==> src/rtl/eth_fcs_ctrl_if.sv <==
// Byte stream bundle with valid/ready handshake and end-of-frame marker.
// Used for both the payload input and the framed output of eth_fcs_ctrl.
interface eth_fcs_ctrl_if #(
   parameter int DATALEN = 8
);
   logic               valid;
   logic               ready;
   logic               last;
   logic [DATALEN-1:0] data;

   modport master (
      output valid,
      output data,
      output last,
      input  ready
   );

   modport slave (
      input  valid,
      input  data,
      input  last,
      output ready
   );
endinterface

==> src/rtl/eth_fcs_ctrl.sv <==
// TX frame sequencer for an external combinational CRC-32 engine:
// passes payload, zero-pads short frames and appends the FCS MSB byte first.
module eth_fcs_ctrl #(
   parameter int DATALEN = 8,
   parameter int CRC_LEN = 32,
   parameter bit PAD_EN  = 1'b1,
   parameter int MIN_LEN = 60,
   parameter int CNT_W   = 16
) (
   input  logic               clk,
   input  logic               rst,
   eth_fcs_ctrl_if.slave      s,
   eth_fcs_ctrl_if.master     m,
   output logic               crc_strt,
   output logic               crc_update,
   output logic [DATALEN-1:0] crc_data,
   input  logic [CRC_LEN-1:0] crc_result,
   output logic               busy
);
   localparam int NB = CRC_LEN / DATALEN;
   localparam int KW = (NB > 1) ? $clog2(NB) : 1;
   localparam logic [KW-1:0] KLAST = KW'(NB - 1);
   localparam logic [CNT_W:0] MINL = (CNT_W + 1)'(MIN_LEN);

   typedef enum logic [2:0] {
      IDLE,
      DATA,
      PAD,
      CRCW,
      FCS
   } state_t;

   state_t state, state_n;
   logic [CNT_W-1:0]   count, count_n;
   logic [KW-1:0]      k, k_n;
   logic [CRC_LEN-1:0] fcs, fcs_n;
   logic               hold, hold_n;
   logic [CNT_W:0]     cnt_inc;
   logic               sat;

   assign cnt_inc = {1'b0, count} + (CNT_W + 1)'(1);
   assign sat     = &count;
   assign busy    = (state != IDLE);

   always_ff @(posedge clk) begin
      if (rst) begin
         state <= IDLE;
         count <= '0;
         k     <= '0;
         fcs   <= '0;
         hold  <= 1'b0;
      end else begin
         state <= state_n;
         count <= count_n;
         k     <= k_n;
         fcs   <= fcs_n;
         hold  <= hold_n;
      end
   end

   always_comb begin
      state_n    = state;
      count_n    = count;
      k_n        = k;
      fcs_n      = fcs;
      hold_n     = 1'b0;
      s.ready    = 1'b0;
      m.valid    = 1'b0;
      m.data     = '0;
      m.last     = 1'b0;
      crc_strt   = 1'b0;
      crc_update = 1'b0;
      crc_data   = '0;
      unique case (state)
         IDLE: begin
            // hold enforces one dead cycle between frames
            if (!hold && s.valid) begin
               crc_strt = 1'b1;
               state_n  = DATA;
            end
         end
         DATA: begin
            m.valid = s.valid;
            m.data  = s.data;
            s.ready = m.ready;
            if (s.valid && m.ready) begin
               crc_update = 1'b1;
               crc_data   = s.data;
               if (!sat) count_n = cnt_inc[CNT_W-1:0];
               if (s.last) begin
                  if (PAD_EN && !sat && cnt_inc < MINL) state_n = PAD;
                  else state_n = CRCW;
               end
            end
         end
         PAD: begin
            m.valid = 1'b1;
            if (m.ready) begin
               crc_update = 1'b1;
               count_n    = cnt_inc[CNT_W-1:0];
               if (cnt_inc == MINL) state_n = CRCW;
            end
         end
         CRCW: begin
            fcs_n   = ~crc_result;
            k_n     = '0;
            state_n = FCS;
         end
         FCS: begin
            m.valid = 1'b1;
            m.data  = fcs[CRC_LEN-1 -: DATALEN];
            m.last  = (k == KLAST);
            if (m.ready) begin
               fcs_n = fcs << DATALEN;
               k_n   = k + KW'(1);
               if (k == KLAST) begin
                  state_n = IDLE;
                  count_n = '0;
                  hold_n  = 1'b1;
               end
            end
         end
         default: state_n = IDLE;
      endcase
   end
endmodule

==> src/flat_wrapper.sv <==
// flat-port wrapper written by rule: the top's interface ports become plain ports
module eth_fcs_ctrl_flat 
#(
   parameter int DATALEN = 8,
   parameter int CRC_LEN = 32,
   parameter bit PAD_EN  = 1'b1,
   parameter int MIN_LEN = 60,
   parameter int CNT_W   = 16
)
  (clk, rst, crc_strt, crc_update, crc_data, crc_result, busy, s_valid, s_data, s_last, s_ready, m_valid, m_data, m_last, m_ready);
  eth_fcs_ctrl_if #(.DATALEN(DATALEN)) s_i ();
  eth_fcs_ctrl_if #(.DATALEN(DATALEN)) m_i ();
  input  logic clk;
  input  logic rst;
  output logic crc_strt;
  output logic crc_update;
  output logic [DATALEN-1:0] crc_data;
  input  logic [CRC_LEN-1:0] crc_result;
  output logic busy;
  input wire logic [$bits(s_i.valid)-1:0] s_valid;
  input wire logic [$bits(s_i.data)-1:0] s_data;
  input wire logic [$bits(s_i.last)-1:0] s_last;
  output wire logic [$bits(s_i.ready)-1:0] s_ready;
  output wire logic [$bits(m_i.valid)-1:0] m_valid;
  output wire logic [$bits(m_i.data)-1:0] m_data;
  output wire logic [$bits(m_i.last)-1:0] m_last;
  input wire logic [$bits(m_i.ready)-1:0] m_ready;
  assign s_i.valid = s_valid;
  assign s_i.data = s_data;
  assign s_i.last = s_last;
  assign s_ready = s_i.ready;
  assign m_valid = m_i.valid;
  assign m_data = m_i.data;
  assign m_last = m_i.last;
  assign m_i.ready = m_ready;
  eth_fcs_ctrl #(.DATALEN(DATALEN), .CRC_LEN(CRC_LEN), .PAD_EN(PAD_EN), .MIN_LEN(MIN_LEN), .CNT_W(CNT_W)) u_core (.clk(clk), .rst(rst), .s(s_i), .m(m_i), .crc_strt(crc_strt), .crc_update(crc_update), .crc_data(crc_data), .crc_result(crc_result), .busy(busy));
endmodule
==> config.mk <==
export PLATFORM = sky130hd
export DESIGN_NAME = eth_fcs_ctrl_flat
export DESIGN_NICKNAME = d
export VERILOG_FILES = /design/src/rtl/eth_fcs_ctrl_if.sv /design/src/rtl/eth_fcs_ctrl.sv /design/src/flat_wrapper.sv
export SDC_FILE = /design/constraint.sdc
export NUM_CORES = 1
export LEC_CHECK = 0
export CORE_AREA = 5 5 86 88
export DETAILED_ROUTE_END_ITERATION = 12
export DIE_AREA = 0 0 91 93
export DONT_BUFFER_PORTS = 1
export HOLD_SLACK_MARGIN = 0.12
export PLACE_DENSITY = 0.67
export SYNTH_ARGS = -nofsm -noshare
export SYNTH_HDL_FRONTEND = slang
export SYNTH_SLANG_ARGS = --single-unit
==> constraint.sdc <==
create_clock -name clk -period 3.45 [get_ports clk]
set_input_delay 0.69 -clock clk [delete_from_list [all_inputs] [get_ports clk]]
set_output_delay 0.69 -clock clk [all_outputs]
set_load 0.05 [all_outputs]
# Yosys cells after proc, flatten, opt, wreduce, memory -nomap -nowiden

Index checks and enable logic that the tools add are counted.
W data, S select, Z words.

Order comparisons: 1
Equality and inequality tests: 14
Muxes and demuxes: 31
Bitwise operators: 3
$add $sub $neg: 2
Reduce and logical (&&, ||, !) cells: 15

Operators by type and width:

| cell                    | number |
|---|---|
| $mux W16                | 5 |
| $pmux W32 S2            | 1 |
| $pmux W16 S3            | 1 |
| $mux W32                | 1 |
| $not A32 Y32            | 1 |
| $mux W3                 | 7 |
| $add A16 B1 Y17 const B | 1 |
| $eq A17 B6 Y1 const B   | 1 |
| $lt A17 B6 Y1 const B   | 1 |
| $mux W8                 | 2 |
| $pmux W8 S2             | 1 |
| $reduce_and A16 Y1      | 1 |
| $pmux W3 S5             | 1 |
| $mux W1                 | 8 |
| $ne A2 B1 Y1 const B    | 4 |
| $ne A2 B2 Y1 const B    | 4 |
| $reduce_and A7 Y1       | 1 |
| $eq A3 B2 Y1 const B    | 2 |
| $reduce_and A6 Y1       | 1 |
| $reduce_bool A3 Y1      | 2 |
| $pmux W1 S2             | 2 |
| $pmux W2 S2             | 1 |
| $eq A3 B1 Y1 const B    | 1 |
| $eq A3 B3 Y1 const B    | 1 |
| other kinds (11)        | 15 |

Output and inout port bits: 22
Bits in registers: 54
Bits of input ports: 45

# Depth between registers and ports, before layout

Depth after elaboration: 7
Gate-level depth with buffers: 9
Mapped depth without buffers: 7

# Least setup slack after synthesis

OpenSTA, ideal clock, no wires.

Kind: reg2out
Start point: register u_core.state[0]
End point: output crc_strt
Required time: 2.760 ns
Setup slack: 0.953 ns
Arrival: 1.807 ns
Stages on the path, launching flop included: 4
Cell sequence: dfxtp_1 > clkbuf_1 > or3_1 > nor2_1

Word-level cells in the longest chain between the ends: 2

RTL lines:

| element                | line               | source |
|---|---|---|
| from (decl)            | eth_fcs_ctrl.sv:33 | `state_t state, state_n;` |
| from (signal assigned) | eth_fcs_ctrl.sv:53 | `state <= state_n;` |
| $logic_not A3 Y1       | eth_fcs_ctrl.sv:74 | `unique case (state)` |
| $mux W1                | eth_fcs_ctrl.sv:74 |  |
| to (decl)              | flat_wrapper.sv:15 | `output logic crc_strt;` |

Every way passes these cells.

# Final worst setup path

Start point: register u_core.state[1]
End point: output m_data[3]

Word-level cells in the longest chain between the ends: 2
Elaborated cells between the ends (all ways): 3
Classes of those cells: 2 x eq/ne; 1 x mux

RTL lines:

| element                                             | line               | source |
|---|---|---|
| $eq A3 B3 Y1 / $eq A3 B1 Y1 (equally long branches) | eth_fcs_ctrl.sv:74 |  |
| $pmux W8 S2 (*)                                     | eth_fcs_ctrl.sv:74 |  |
| to (decl)                                           | flat_wrapper.sv:25 | `output wire logic [$bits(m_i.data)-1:0] m_data;` |

Mark *: on every way between the ends. The rest lies on a longest branch, timed or not.

==> impl_summary.md <==
STA
Hold timing on the final database bottoms out at a slack of 0.434 ns. Of the available clock period, the critical path in the final layout requires 0.862. The worst max-slew margin expressed relative to the limit is 0.321.

The number of hold violations in the final report is 0. The worst path meets setup with 0.476 ns of slack. The measured slew at the worst slew-check pin is 1.02 ns. The final count of pins violating max slew is 0. Based on the critical path, the design can be clocked at up to 0.336 GHz. The clock tree skew after final layout is 0.00758 ns. Summed over all failing endpoints, the final setup total negative slack is 0 ns. Setup repair after global routing left no endpoint under its margin. The time the worst path needs with I/O delays and setup is 2.97 ns. Setup violations remaining at the end of the flow were counted as 0.

Routing
The number of DRC markers in iteration 0 is 189. For this run, design rule violations remaining after detail routing come to 0. The detailed-route vias per instance is 5.68. The count of nets left with antenna violations once routing finished came out at 0. The final wirelength is 6.59 mm. The detailed-router iteration count before antenna repair is 4. The number of vias after detailed routing is 2518. In the final routed layout, each cell accounts on average for 14.9 um.

GRT
The via count of the first global-routing pass is 2455. Global routing finished with a remaining overflow of 0. The number of antenna violations at the first check in global routing is 0. The first global-routing pass estimated 11.2 mm of wire. The largest net degree at the start of global routing is 55. The all-layer global routing usage is 0.158.

Logic synthesis
By area the synthesized netlist is led by sky130_fd_sc_hd__dfxtp_1 (38%), sky130_fd_sc_hd__nor2_1 (11%), sky130_fd_sc_hd__a21oi_1 (9.6%). The most frequently used flop master after synthesis is sky130_fd_sc_hd__dfxtp_1. By area, the combinational part of the netlist is dominated by simple AND/OR/NAND/NOR gates. Of the total synthesized cell area, the portion taken by AND, OR, NAND and NOR gates is 0.278. Synthesis produced 379 cells. During synthesis, Yosys emitted a total of 0 warnings. The compound-cell area share of the yosys netlist is 0.255. Yosys mapped a number of flops with a built-in enable equal to 0. Of the post-synthesis cell area, the part taken by muxes is 0.00739.

The cell accounting for the most synthesized area is sky130_fd_sc_hd__dfxtp_1. The count of different cell masters after synthesis is 46. The sequential cell area fraction in the yosys report is 0.376. The post-synth design cell area is 0.00288 sq mm. After synthesis, the mean cell area works out to 7.59 sq um. Of the total synthesized cell area, the portion taken by full adders, half adders and majority gates is 0.0130. The area share of the largest cell type after synthesis is 0.376. Of the total synthesized cell area, the portion taken by XOR and XNOR cells is 0.0183. Counting every net in the synthesized netlist gives 427. For this run, asynchronously set or reset flops after synthesis account for 0. The synthesized flop and latch total is 54.

Clock network
The total setup buffers inserted after CTS is 0. The clock passes through at most 2 buffers. In this run, post-CTS hold repair placed 0 buffers. The clock drives 54 sinks. The clock slew seen by the registers of the worst setup and hold paths is 0.10 ns. Gates resized during post-CTS repair numbered 0. The TritonCTS clock tree is yes. Buffers inserted during clock tree synthesis total 5. The H-tree generated during clock tree synthesis spans 2 levels. In this run the clock root is driven by a sky130_fd_sc_hd__clkbuf_8. The later pin in the worst-skew pair is clocked with a latency of 0.32 ns.

Place
The number of buffer cells added on primary ports is 0. The detailed placement HPWL is 4.66 mm. At the placement stage, the worst setup path has a slack of 0.827 ns. The final weighted congestion of routability-driven global placement is 0.824. Once placement finished, the instance area stood at 0.00290 sq mm.

Finish
Across the whole layout, storage elements account for 0.00108 sq mm. For this run, the post-layout net count is 410. The final core area utilization is 0.455. The layout overhead on the synthesized area is 3.96%. The most frequent standard cell in the layout excluding fill and tap cells is sky130_fd_sc_hd__nor2_1. The area of all placed cells without fillers is 0.00299 sq mm. Leaving out fill and tap cells, the most frequent cells in the layout are sky130_fd_sc_hd__nor2_1 (83), sky130_fd_sc_hd__a21oi_1 (55), sky130_fd_sc_hd__dfxtp_1 (54). The share of layout cells above drive strength 1 is 0.0579.

The filler cell count is 658. The area used by multi-input combinational logic is 0.00166 sq mm. The number of antenna diodes in the final layout is 0.

Worst setup path
Data arrives at the worst endpoint at 2.28 ns. At the worst endpoint, the required time is 2.76 ns. The worst setup path is of the register to primary output kind. The category of the worst setup path capture point is a primary output.

Counting cells, the worst reg-to-reg path comes to 7. The largest fanout on the critical path is 25. STA classifies the critical path startpoint as a register.

Floorplan
The die footprint is 0.00846 sq mm. The die is 91 um wide. The core region area is 0.00657 sq mm. The vertical extent of the die is 93 um. 67 I/O pins were placed. The floorplan has 30 rows. The effective utilization at floorplan is 0.438.

Power and ir drop
The leakage power summed over all cells is 0.00105 uW. For this design the ratio of total power to cell area is 457 mW/mm^2. Across the VDD grid, the largest voltage drop is 0.418 mV.

Outcome
The flow ran to the end, and the final reports show no timing, DRC or antenna violations.

Min path
The worst hold path belongs to the class primary input to register. The cell depth of the worst hold path is 1.

Run
The reported max-cap violation count is 0.
-- final timing paths --
check                                      from              to  slack [ns]
worst min-delay path                        rst   u_core.fcs[1]        0.43
worst min register to register      u_core.k[1]     u_core.k[1]        0.46
worst max register to register  u_core.state[1]  u_core.fcs[16]        0.81
worst max-delay path            u_core.state[1]       m_data[3]        0.48
-- metal layers --
layer	share of wire	vias to the layer above	track usage
li1	-	1321	-
met1	0.46	1119	0.204
met2	0.45	72	0.250
met3	0.076	6	0.0531
met4	0.011	0	0.0477
met5	0	-	0
-- sequential cells by signal (all words and copies together) (netlist names) --
register      cells
u_core.count     16
u_core.fcs       32
u_core.hold       1
u_core.k          2
u_core.state      3
-- cell usage after synthesis, types with 2 or more instances --
library cell and instances:
sky130_fd_sc_hd__a211oi_1 24, sky130_fd_sc_hd__a21oi_1 55, sky130_fd_sc_hd__a22o_1 8, sky130_fd_sc_hd__a31oi_1 2, sky130_fd_sc_hd__a41o_1 2, sky130_fd_sc_hd__and2_1 14, sky130_fd_sc_hd__and3_1 3, sky130_fd_sc_hd__and4_1 3
sky130_fd_sc_hd__buf_2 9, sky130_fd_sc_hd__buf_6 2, sky130_fd_sc_hd__clkbuf_1 19, sky130_fd_sc_hd__dfxtp_1 54, sky130_fd_sc_hd__ha_1 3, sky130_fd_sc_hd__nand2_1 18, sky130_fd_sc_hd__nand2b_1 3, sky130_fd_sc_hd__nand3_1 9
sky130_fd_sc_hd__nand3b_1 8, sky130_fd_sc_hd__nand4_1 6, sky130_fd_sc_hd__nand4b_1 3, sky130_fd_sc_hd__nor2_1 83, sky130_fd_sc_hd__nor3_1 2, sky130_fd_sc_hd__o21ai_0 16, sky130_fd_sc_hd__o22ai_1 2, sky130_fd_sc_hd__or3_1 3
sky130_fd_sc_hd__or4_1 3, sky130_fd_sc_hd__xnor2_1 5
-- cells by family (layout without fill, tap and decap cells) --
kind of cell,after synthesis,after routing
adders and majority gates,3,3
muxes,2,2
buffers and inverters,32,16
and+or+nand+nor,164,164
xor gates and xnor gates,6,6
DFF,54,54
AOI/OAI and AO/OA,118,118
-- metrics by stage --
| stage | total power (uW) | instances |
|---|---|---|
| 5_1_grt | 1430 | 443 |
| 6_report | 1370 | 443 |
| 2_1_floorplan | 980 | 379 |
| 3_5_place_dp | 1010 | 435 |
| 4_1_cts | 1380 | 443 |
| 3_3_place_gp | 1010 | 435 |
-- worst max-delay path: stages, from the launching register on --
cell and delay [ns]:
sky130_fd_sc_hd__dfxtp_1 0.42, sky130_fd_sc_hd__nor2_1 0.19, sky130_fd_sc_hd__and2_1 0.79, sky130_fd_sc_hd__a22o_1 0.57
-- power by group --
| group | internal (uW) | total, uW | leakage, uW | switching, uW |
|---|---|---|---|---|
| Sequential | 638 | 659 | 0.000435 | 21.0 |
| Clock | 146 | 368 | 0.0000408 | 223 |
| Combinational | 90.8 | 340 | 0.000577 | 249 |
-- layout make-up --
cell class | count | area share
repair buffers | 8 | 0.0201
well taps | 80 | 0.0335
multi-input cells | 293 | 0.554
flip-flops and latches | 54 | 0.362
clock buffers | 5 | 0.0230
clock inverters | 3 | 0.00795
Note: power is estimated with default switching activity, not from simulation.
